$ cat src/rtl/handshake_tx_fifo_if.sv
// ----------------------------------------------------------------------------
// handshake_tx_fifo_if
//   Producer-side write channel and CDC-side read channel of handshake_tx_fifo.
//   Signals:
//     in_data/in_valid/in_ready     producer -> FIFO write handshake
//     out_data/out_valid/out_ready  FIFO -> CDC source port handshake
//   Modports:
//     slave   the FIFO itself
//     master  the environment (producer + CDC source port)
// ----------------------------------------------------------------------------
interface handshake_tx_fifo_if #(
   parameter int DATA_WIDTH = 4
);
   logic [DATA_WIDTH-1:0] in_data;
   logic                  in_valid;
   logic                  in_ready;
   logic [DATA_WIDTH-1:0] out_data;
   logic                  out_valid;
   logic                  out_ready;

   modport slave (
      input  in_data, in_valid, out_ready,
      output in_ready, out_data, out_valid
   );

   modport master (
      output in_data, in_valid, out_ready,
      input  in_ready, out_data, out_valid
   );
endinterface

$ cat src/rtl/handshake_tx_fifo.sv
// ----------------------------------------------------------------------------
// handshake_tx_fifo
//   First-word-fall-through elastic buffer feeding the handshake CDC source port.
//   Absorbs producer bursts and presents one word at a time downstream.
//   Ports:
//     clk          source-domain clock
//     rst_n        synchronous reset, active low
//     flush        synchronous clear of contents (reset has priority)
//     bus          handshake_tx_fifo_if.slave: write channel (in_*) and
//                  read channel (out_*) handshakes
//     level        number of stored words, 0..DEPTH
//     almost_full  level >= AFULL_LEVEL
// ----------------------------------------------------------------------------
module handshake_tx_fifo #(
   parameter int DATA_WIDTH  = 4,
   parameter int DEPTH       = 8,
   parameter int AFULL_LEVEL = 6
) (
   input  logic                     clk,
   input  logic                     rst_n,
   input  logic                     flush,
   handshake_tx_fifo_if.slave       bus,
   output logic [$clog2(DEPTH):0]   level,
   output logic                     almost_full
);

   localparam int PW = $clog2(DEPTH);
   localparam int LW = PW + 1;
   localparam logic [LW-1:0] FULL_LVL  = LW'(DEPTH);
   localparam logic [LW-1:0] AFULL_LVL = LW'(AFULL_LEVEL);

   logic [DATA_WIDTH-1:0] r_mem [DEPTH];
   logic [PW-1:0]         r_wr_ptr;
   logic [PW-1:0]         r_rd_ptr;
   logic [LW-1:0]         r_level;

   logic                  w_in_ready;
   logic                  w_out_valid;
   logic                  w_push;
   logic                  w_pop;

   // Status flags come only from registered level, so in_ready never
   // depends on out_ready (a pop while full does not open a push slot).
   assign w_in_ready  = (r_level != FULL_LVL);
   assign w_out_valid = (r_level != '0);
   assign w_push      = bus.in_valid && w_in_ready;
   assign w_pop       = w_out_valid && bus.out_ready;

   assign bus.in_ready  = w_in_ready;
   assign bus.out_valid = w_out_valid;
   // Head word falls through from storage; forced to zero when empty so
   // stale contents never show on the CDC data lines.
   assign bus.out_data  = w_out_valid ? r_mem[r_rd_ptr] : '0;
   assign level         = r_level;
   assign almost_full   = (r_level >= AFULL_LVL);

   // Storage is not reset; writes discarded under reset/flush keep the
   // array consistent with the pointer state either way.
   always_ff @(posedge clk) begin
      if (rst_n && !flush && w_push) begin
         r_mem[r_wr_ptr] <= bus.in_data;
      end
   end

   always_ff @(posedge clk) begin
      if (!rst_n) begin
         r_wr_ptr <= '0;
         r_rd_ptr <= '0;
         r_level  <= '0;
      end else if (flush) begin
         r_wr_ptr <= '0;
         r_rd_ptr <= '0;
         r_level  <= '0;
      end else begin
         if (w_push) begin
            r_wr_ptr <= r_wr_ptr + PW'(1);
         end
         if (w_pop) begin
            r_rd_ptr <= r_rd_ptr + PW'(1);
         end
         case ({w_push, w_pop})
            2'b10:   r_level <= r_level + LW'(1);
            2'b01:   r_level <= r_level - LW'(1);
            default: r_level <= r_level;
         endcase
      end
   end

endmodule

$ cat src/flat_wrapper.sv
// flat-port wrapper written by rule: the top's interface ports become plain ports
module handshake_tx_fifo_flat 
#(
   parameter int DATA_WIDTH  = 4,
   parameter int DEPTH       = 8,
   parameter int AFULL_LEVEL = 6
)
  (clk, rst_n, flush, level, almost_full, bus_in_data, bus_in_valid, bus_out_ready, bus_in_ready, bus_out_data, bus_out_valid);
  handshake_tx_fifo_if #(.DATA_WIDTH(DATA_WIDTH)) bus_i ();
  input  logic clk;
  input  logic rst_n;
  input  logic flush;
  output logic [$clog2(DEPTH):0] level;
  output logic almost_full;
  input wire logic [$bits(bus_i.in_data)-1:0] bus_in_data;
  input wire logic [$bits(bus_i.in_valid)-1:0] bus_in_valid;
  input wire logic [$bits(bus_i.out_ready)-1:0] bus_out_ready;
  output wire logic [$bits(bus_i.in_ready)-1:0] bus_in_ready;
  output wire logic [$bits(bus_i.out_data)-1:0] bus_out_data;
  output wire logic [$bits(bus_i.out_valid)-1:0] bus_out_valid;
  assign bus_i.in_data = bus_in_data;
  assign bus_i.in_valid = bus_in_valid;
  assign bus_i.out_ready = bus_out_ready;
  assign bus_in_ready = bus_i.in_ready;
  assign bus_out_data = bus_i.out_data;
  assign bus_out_valid = bus_i.out_valid;
  handshake_tx_fifo #(.DATA_WIDTH(DATA_WIDTH), .DEPTH(DEPTH), .AFULL_LEVEL(AFULL_LEVEL)) u_core (.clk(clk), .rst_n(rst_n), .flush(flush), .bus(bus_i), .level(level), .almost_full(almost_full));
endmodule
$ cat config.mk
export PLATFORM = sky130hd
export DESIGN_NAME = handshake_tx_fifo_flat
export DESIGN_NICKNAME = d
export VERILOG_FILES = /design/src/rtl/handshake_tx_fifo_if.sv /design/src/rtl/handshake_tx_fifo.sv /design/src/flat_wrapper.sv
export SDC_FILE = /design/constraint.sdc
export NUM_CORES = 1
export LEC_CHECK = 0
export ABC_AREA = 0
export ABC_CLOCK_PERIOD_IN_PS = 2500
export CAP_MARGIN = 20
export CORE_AREA = 2 2 62 64
export CTS_CLUSTER_SIZE = 16
export DETAILED_ROUTE_END_ITERATION = 10
export DIE_AREA = 0 0 64 66
export DONT_BUFFER_PORTS = 1
export GPL_TIMING_DRIVEN = 0
export HOLD_SLACK_MARGIN = 0.05
export PLACE_DENSITY_LB_ADDON = 0.15
export SYNTH_ARGS = -nofsm -noshare
export SYNTH_HDL_FRONTEND = slang
export SYNTH_SLANG_ARGS = --single-unit
$ cat constraint.sdc
create_clock -name clk -period 2.5 [get_ports clk]
set_clock_uncertainty 0.2 [all_clocks]
set_input_delay 0.375 -clock clk [delete_from_list [all_inputs] [get_ports clk]]
set_output_delay 0.375 -clock clk [all_outputs]
set_load 0.05 [all_outputs]
==> results of run 1 <==
==> power breakdown <==
group,total [uW],internal (uW),switching (uW)
logic,144,56.6,87.8
registers,820,802,18.5
clock network,458,239,220
total,1420,1100,326
==> metrics by stage <==
step           hold slack, ps  setup slack, ps  utilization [%]  power [uW]  instance area [sq um]
2_1_floorplan           254.1           -160.5                -       923.6                   1941
3_3_place_gp            264.5           -338.9            56.34       935.8                   2001
3_5_place_dp            274.1           -418.6            56.34       940.0                   2001
4_1_cts                 71.48           -210.7            63.92        1424                   2270
5_1_grt                 68.07           -304.1            65.12        1485                   2312
6_report                50.40           -217.8            65.12        1423                   2312
==> flip-flops by register name, summed over array words and instances (netlist names), named ones only <==
register         count
u_core.r_wr_ptr      3
u_core.r_mem        32
u_core.r_rd_ptr      3
u_core.level         4
==> worst max-delay path: stages (launching register included) <==
cell,delay [ps]
dfxtp_4,430
buf_6,150
or4b_4,620
nand2_4,150
ha_4,150
xor2_1,150
ha_2,180
a21oi_1,50
xor2_1,150
or3_1,310
a21oi_1,110
==> logic make-up (layout without fill, tap and decap cells) <==
family          Yosys count  after routing  synth area share [%]
compound gates            9              9                 2.752
xor+xnor                  7              7                 3.211
fa+ha+maj                 5              5                 3.277
buf+inv                   9             31                 2.227
flops                    45             45                 63.96
mux                      13             13                 12.06
simple gates             43             43                 12.52
==> per-layer routing <==
layer  share of wire (%)  global-route usage (%)
met5                   0                       0
met2                  53                   31.64
met4                 2.1                   9.511
met3                 4.0                   5.792
met1                  41                   21.97
==> placed cells by master, fill, tap and decap left out, drive strengths merged, types with 5 or more instances in the layout <==
master and instances:
mux2i 5, mux4 8, nand2 7, dlygate4sd3 7
clkbuf 9, a21oi 5, xor2 7, nand2b 5
nor2 17, dfxtp 13, ha 5, buf 10
edfxtp 32
==> cell type report <==
cell class | instances | area, sq um | area share (%)
Buffer | 4 | 26.28 | 1.136
Timing Repair Buffer | 15 | 133.9 | 5.790
Clock buffer | 7 | 55.05 | 2.381
Sequential cell | 45 | 1236 | 53.46
Inverter | 4 | 17.52 | 0.7576
Multi-Input combinational cell | 77 | 753.2 | 32.58
Clock inverter | 1 | 30.03 | 1.299
Tap cell | 48 | 60.06 | 2.597
==> Yosys cell counts <==
cell type	instances	area, sq um
buf_6	1	11.26
o21ai_1	1	5.000
or4b_4	1	13.76
or3_1	2	12.51
buf_2	1	5.000
nand2_4	1	11.26
mux4_2	8	180.2
ha_1	5	62.56
mux2i_1	5	50.05
clkbuf_1	3	11.26
nand3_1	4	20.02
o21ai_0	1	5.000
nand4b_1	1	8.760
nand2_2	1	6.260
inv_2	1	3.750
xor2_1	7	61.31
inv_1	3	11.26
nand2b_1	5	31.28
a2111oi_1	1	10.01
dfxtp_1	13	260.3
edfxtp_1	32	960.9
nand3b_1	1	7.510
a21oi_1	5	25.02
nand2_1	5	18.77
nor2_1	17	63.81
nor3_1	2	10.01
nor4_2	1	12.51
or3_4	2	22.52
a211oi_1	1	7.510
==> worst paths after layout <==
check	end	slack, ps	cells after the start
setup / recovery	u_core.level[2]	-220	10
hold / removal	u_core.r_wr_ptr[1]	50	2
setup reg to reg	u_core.level[2]	-220	10
hold reg to reg	u_core.r_rd_ptr[1]	290	2
==> what timing repair did <==
item / in CTS / in global routing
pin swaps: 4 / 2
buffers inserted: 7 / 1
endpoints found under the hold margin: 35 / 1
hold buffers: 7 / 1
gates resized for setup: 15 / 11
endpoints found under the setup margin: 15 / 9
==> impl_metrics.env, run 1 <==
export IMPL_nets=166
export IMPL_placed_cells=179
export IMPL_die_w_um=64
export IMPL_cts_made_buffers=5
export IMPL_htree_levels=2
export IMPL_drive_above_1_share_pct=35.29
export IMPL_ys_ff_latch=45
export IMPL_avgSynthCellArea_sq_um=14.58
export IMPL_cp_data_arrival_time_ps=2800
export IMPL_ant_nets=0
export IMPL_cts_sinks=45
export IMPL_grt_setup_unrepaired="yes"
export IMPL_path_clk_slew_ps=120
export IMPL_leakagePower_uw=0.0007566
export IMPL_gr_usage_all_layers_pct=18.87
export IMPL_drt_first_iter_violations=44
export IMPL_viasPerCell=5.547
export IMPL_rows=22
export IMPL_slew_limit_headroom_pct=62.96
export IMPL_layout_min_cycle_time_ps=2718
export IMPL_synth_nets=145
export IMPL_cp_start_kind="flip-flop"
export IMPL_core_area_sq_um=3551
export IMPL_finalSetupTns_ps=-349.5
export IMPL_yosys_warnings=0
export IMPL_wl_per_cell_um=17.16
export IMPL_slew_violations=0
export IMPL_place_congestion=0.7142
export IMPL_ir_worst_vdd_uv=329.4
export IMPL_fillers=265
export IMPL_worst_slack_ps=-217.8
export IMPL_syn_to_final_growth_pct=21.10
export IMPL_violations="negative setup slack"
export IMPL_hpwlAfterDp_um=2233
export IMPL_wl_um=3449
export IMPL_grt_overflow_total=0
export IMPL_clockBufferDepth=2
export IMPL_die_area_sq_um=4224
export IMPL_die_h_um=66
export IMPL_grt_pass1_wl_um=5740
export IMPL_route_detailed_drc=0
export IMPL_ys_seq_area_share_pct=63.96
export IMPL_firstDrtPassIters=4
export IMPL_rr_startpoint="u_core.level[1]"
export IMPL_power_density_nw_per_um2=615.6
export IMPL_cp_max_fo=4
export IMPL_start_util_pct=53.77
export IMPL_setup_viol=2
export IMPL_grt_max_degree=14
export IMPL_grt_pass1_vias=1136
export IMPL_fin_cells=201
export IMPL_worstSetupPathType="reg2reg"
export IMPL_startpoint="u_core.level[1]"
export IMPL_tightest_slew_ps=555.0
export IMPL_portBuffers=0
export IMPL_antenna_found_initial=0
export IMPL_finalCritPeriodShare_pct=108.7
export IMPL_syn_area_sq_um=1909
export IMPL_drv_cap=0
export IMPL_cp_data_required_time_ps=2580
export IMPL_holdCritStartpoint="flush"
export IMPL_cts_tree="built"
export IMPL_synth_cells=131
export IMPL_hold_viol_final=0
export IMPL_cts_root_buf="clkbuf_4"
export IMPL_ios=20
export IMPL_status="complete, but fails checks"
export IMPL_antenna_cells=0
export IMPL_hold_class="in2reg"
export IMPL_end_kind="flip-flop"
export IMPL_max_freq_ghz=0.3679
export IMPL_vias=1115
export IMPL_synthDistinctLibCells=29
export IMPL_clk_latency_ps=350
No activity file was read; power rests on OpenSTA's default activity.
==> inputs of run 2 (changes only) <==
--- a/config.mk
+++ b/config.mk
@@ -6,12 +6,12 @@
 export NUM_CORES = 1
 export LEC_CHECK = 0
 export ABC_AREA = 0
-export ABC_CLOCK_PERIOD_IN_PS = 2500
+export ABC_CLOCK_PERIOD_IN_PS = 3500
 export CAP_MARGIN = 20
-export CORE_AREA = 2 2 62 64
+export CORE_AREA = 2 2 57 59
 export CTS_CLUSTER_SIZE = 16
 export DETAILED_ROUTE_END_ITERATION = 10
-export DIE_AREA = 0 0 64 66
+export DIE_AREA = 0 0 59 61
 export DONT_BUFFER_PORTS = 1
 export GPL_TIMING_DRIVEN = 0
 export HOLD_SLACK_MARGIN = 0.05
==> constraint.sdc (replaced) <==
create_clock -name clk -period 3.5 [get_ports clk]
set_clock_uncertainty 0.2 [all_clocks]
set_input_delay 0.525 -clock clk [delete_from_list [all_inputs] [get_ports clk]]
set_output_delay 0.525 -clock clk [all_outputs]
set_load 0.05 [all_outputs]
==> run 2 against run 1 <==
  * The flow now finishes without violations
  * Via count shrank 4.7%
  * Combinational power shrank 44%
  * Maximum frequency shrank 14%
  * Final area shrank 8.2%
  * Non-clock buffer count shrank 6
  * Wire length shrank 5.9%
  * Sequential power shrank 28%
  * Critical path type unchanged
  * Critical endpoint unchanged
==> impl_metrics.env, run 2 (synthesis results as in run 1) <==
export IMPL_status="complete, no violations"
export IMPL_wl_per_cell_um=18.03
export IMPL_grt_pass1_wl_um=4912
export IMPL_slew_violations=0
export IMPL_power_density_nw_per_um2=464.5
export IMPL_final_cell_mix="32 x edfxtp_1, 17 x nor2_1, 13 x dfxtp_1"
export IMPL_start_util_pct=64.66
export IMPL_cp_data_arrival_time_ps=3260
export IMPL_cp_start_kind="flip-flop"
export IMPL_hold_path_depth=2
export IMPL_min_to="u_core.r_wr_ptr[1]"
export IMPL_rows=20
export IMPL_fin_util_pct=71.91
export IMPL_core_area_sq_um=2953
export IMPL_clockBufferDepth=2
export IMPL_hpwlAfterDp_um=2270
export IMPL_antenna_found_initial=0
export IMPL_top_register="u_core.r_mem"
export IMPL_grt_pass1_vias=1047
export IMPL_cts_setup_buffers=0
export IMPL_wl_met3_um=171
export IMPL_cts_tree="built"
export IMPL_cts_made_buffers=5
export IMPL_worst_slack_ps=328.5
export IMPL_grt_overflow_total=0
export IMPL_rr_worst_depth=11
export IMPL_rr_startpoint="u_core.level[0]"
export IMPL_max_freq_ghz=0.3153
export IMPL_worstSetupPathType="reg2reg"
export IMPL_viasPerCell=5.906
export IMPL_die_h_um=61
export IMPL_layout_min_cycle_time_ps=3171
export IMPL_m1WireLength_um=1298
export IMPL_holdCritStartpoint="bus_in_valid"
export IMPL_route_detailed_drc=0
export IMPL_drive_above_1_share_pct=17.01
export IMPL_crit_chain="nor4_4 -> inv_2 -> nand2_2 -> inv_1 -> ha_1 -> xor2_1 -> ha_1 -> a21oi_1 -> xor2_1 -> or3_1 -> a21oi_1"
export IMPL_nets=160
export IMPL_cp_data_required_time_ps=3580
export IMPL_cp_slowest_cell="dfxtp_1"
export IMPL_grt_max_degree=16
export IMPL_dp_slack_ps=129.7
export IMPL_portBuffers=0
export IMPL_tightest_slew_ps=894.0
export IMPL_finalCritPeriodShare_pct=90.61
export IMPL_fin_cells=180
export IMPL_top_layer="met4"
export IMPL_setup_viol=0
export IMPL_clk_latency_ps=350
export IMPL_cts_sinks=45
export IMPL_antenna_cells=0
export IMPL_hold_class="in2reg"
export IMPL_die_area_sq_um=3599
export IMPL_ir_worst_vdd_uv=278.1
export IMPL_placed_area_sq_um=1951
export IMPL_place_congestion=0.7153
export IMPL_largest_reg_flops=32
export IMPL_htree_levels=2
export IMPL_drt_first_iter_violations=27
export IMPL_vias=1063
export IMPL_die_w_um=59
export IMPL_cp_max_fo=8
export IMPL_firstDrtPassIters=4
export IMPL_slowest_delay_ps=590
export IMPL_slew_limit_headroom_pct=40.18
export IMPL_ios=20
export IMPL_hold_viol_final=0
export IMPL_placed_cells=164
export IMPL_path_clk_slew_ps=130
export IMPL_design_area_sq_um=2123
export IMPL_end_kind="flip-flop"
export IMPL_grt_setup_unrepaired="no"
export IMPL_wl_um=3245
export IMPL_ff2ff_setup_slack_ps=330
export IMPL_r2r_end="u_core.level[2]"
export IMPL_ant_nets=0
export IMPL_gr_usage_all_layers_pct=20.06
export IMPL_final_common_cell="edfxtp_1"
export IMPL_met2WireLength_um=1734
export IMPL_finalSetupTns_ps=0
export IMPL_leakagePower_uw=0.0007112
export IMPL_drv_cap=0
export IMPL_cts_root_buf="clkbuf_4"
export IMPL_syn_to_final_growth_pct=11.21
-- run 2: worst max-delay path by stage --
stage | startpoint | endpoint | cells past startpoint
finish | u_core.level[0] | u_core.level[2] | 11
global route | u_core.level[0] | u_core.level[2] | 11
CTS | u_core.level[1] | u_core.level[2] | 12
detailed placement | u_core.level[1] | u_core.level[2] | 12
global placement | u_core.level[1] | u_core.level[2] | 12
floorplan | u_core.level[1] | u_core.level[2] | 12
-- run 2: critical path, delay by kind of cell (launching register included) --
kind / cells / cell delay [ps]
AO/OA/AOI/OAI: 2 / 290
XOR/XNOR: 2 / 270
adder cells (fa/ha/maj): 2 / 430
buffers and inverters: 2 / 310
flip-flops: 1 / 590
AND/OR/NAND/NOR: 3 / 1020
-- run 2: repair_timing --
item | in CTS | in global routing
setup endpoints to repair | 0 | 1
hold endpoints to repair | 21 | 11
hold buffers | 4 | 4
gates resized for setup | 0 | 1
-- run 2: stage by stage --
step / hold WS [ps] / total power, uW
after detailed placement: 306.4 / 667.0
after CTS: 54.49 / 981.3
after floorplan: 254.1 / 656.6
after global placement: 264.1 / 664.4
final: 121.6 / 986.3
after global routing: 134.5 / 1017
-- run 2: per-layer routing --
layer	GRT usage, %	up-vias
met3	6.397	5
met4	6.818	0
li1	-	517
met5	0	-
met1	22.72	510
met2	36.03	31
-- run 2: cell type report --
class	instances	area [sq um]
flip-flops and latches	45	1221
fillers	214	829.5
plain buffers	5	27.53
repair buffers	8	80.08
well taps	33	41.29
clock inverters	3	46.29
inverters	4	15.01
multi-input cells	77	654.4
clock buffers	5	37.54
-- run 2: report_power, final --
| group | leakage [uW] | switching, uW | internal (uW) | total (uW) |
|---|---|---|---|---|
| clock network | 0.0000414 | 168 | 151 | 319 |
| registers | 0.000393 | 12.3 | 574 | 587 |
| logic | 0.000276 | 52.9 | 27.7 | 80.6 |
==> inputs of run 3 (changes only) <==
--- a/config.mk
+++ b/config.mk
@@ -19,3 +19,4 @@
 export SYNTH_ARGS = -nofsm -noshare
 export SYNTH_HDL_FRONTEND = slang
 export SYNTH_SLANG_ARGS = --single-unit
+export TNS_END_PERCENT = 5
==> results of run 3 <==
Final layout, timing and power as in run 2 (identical DEF).
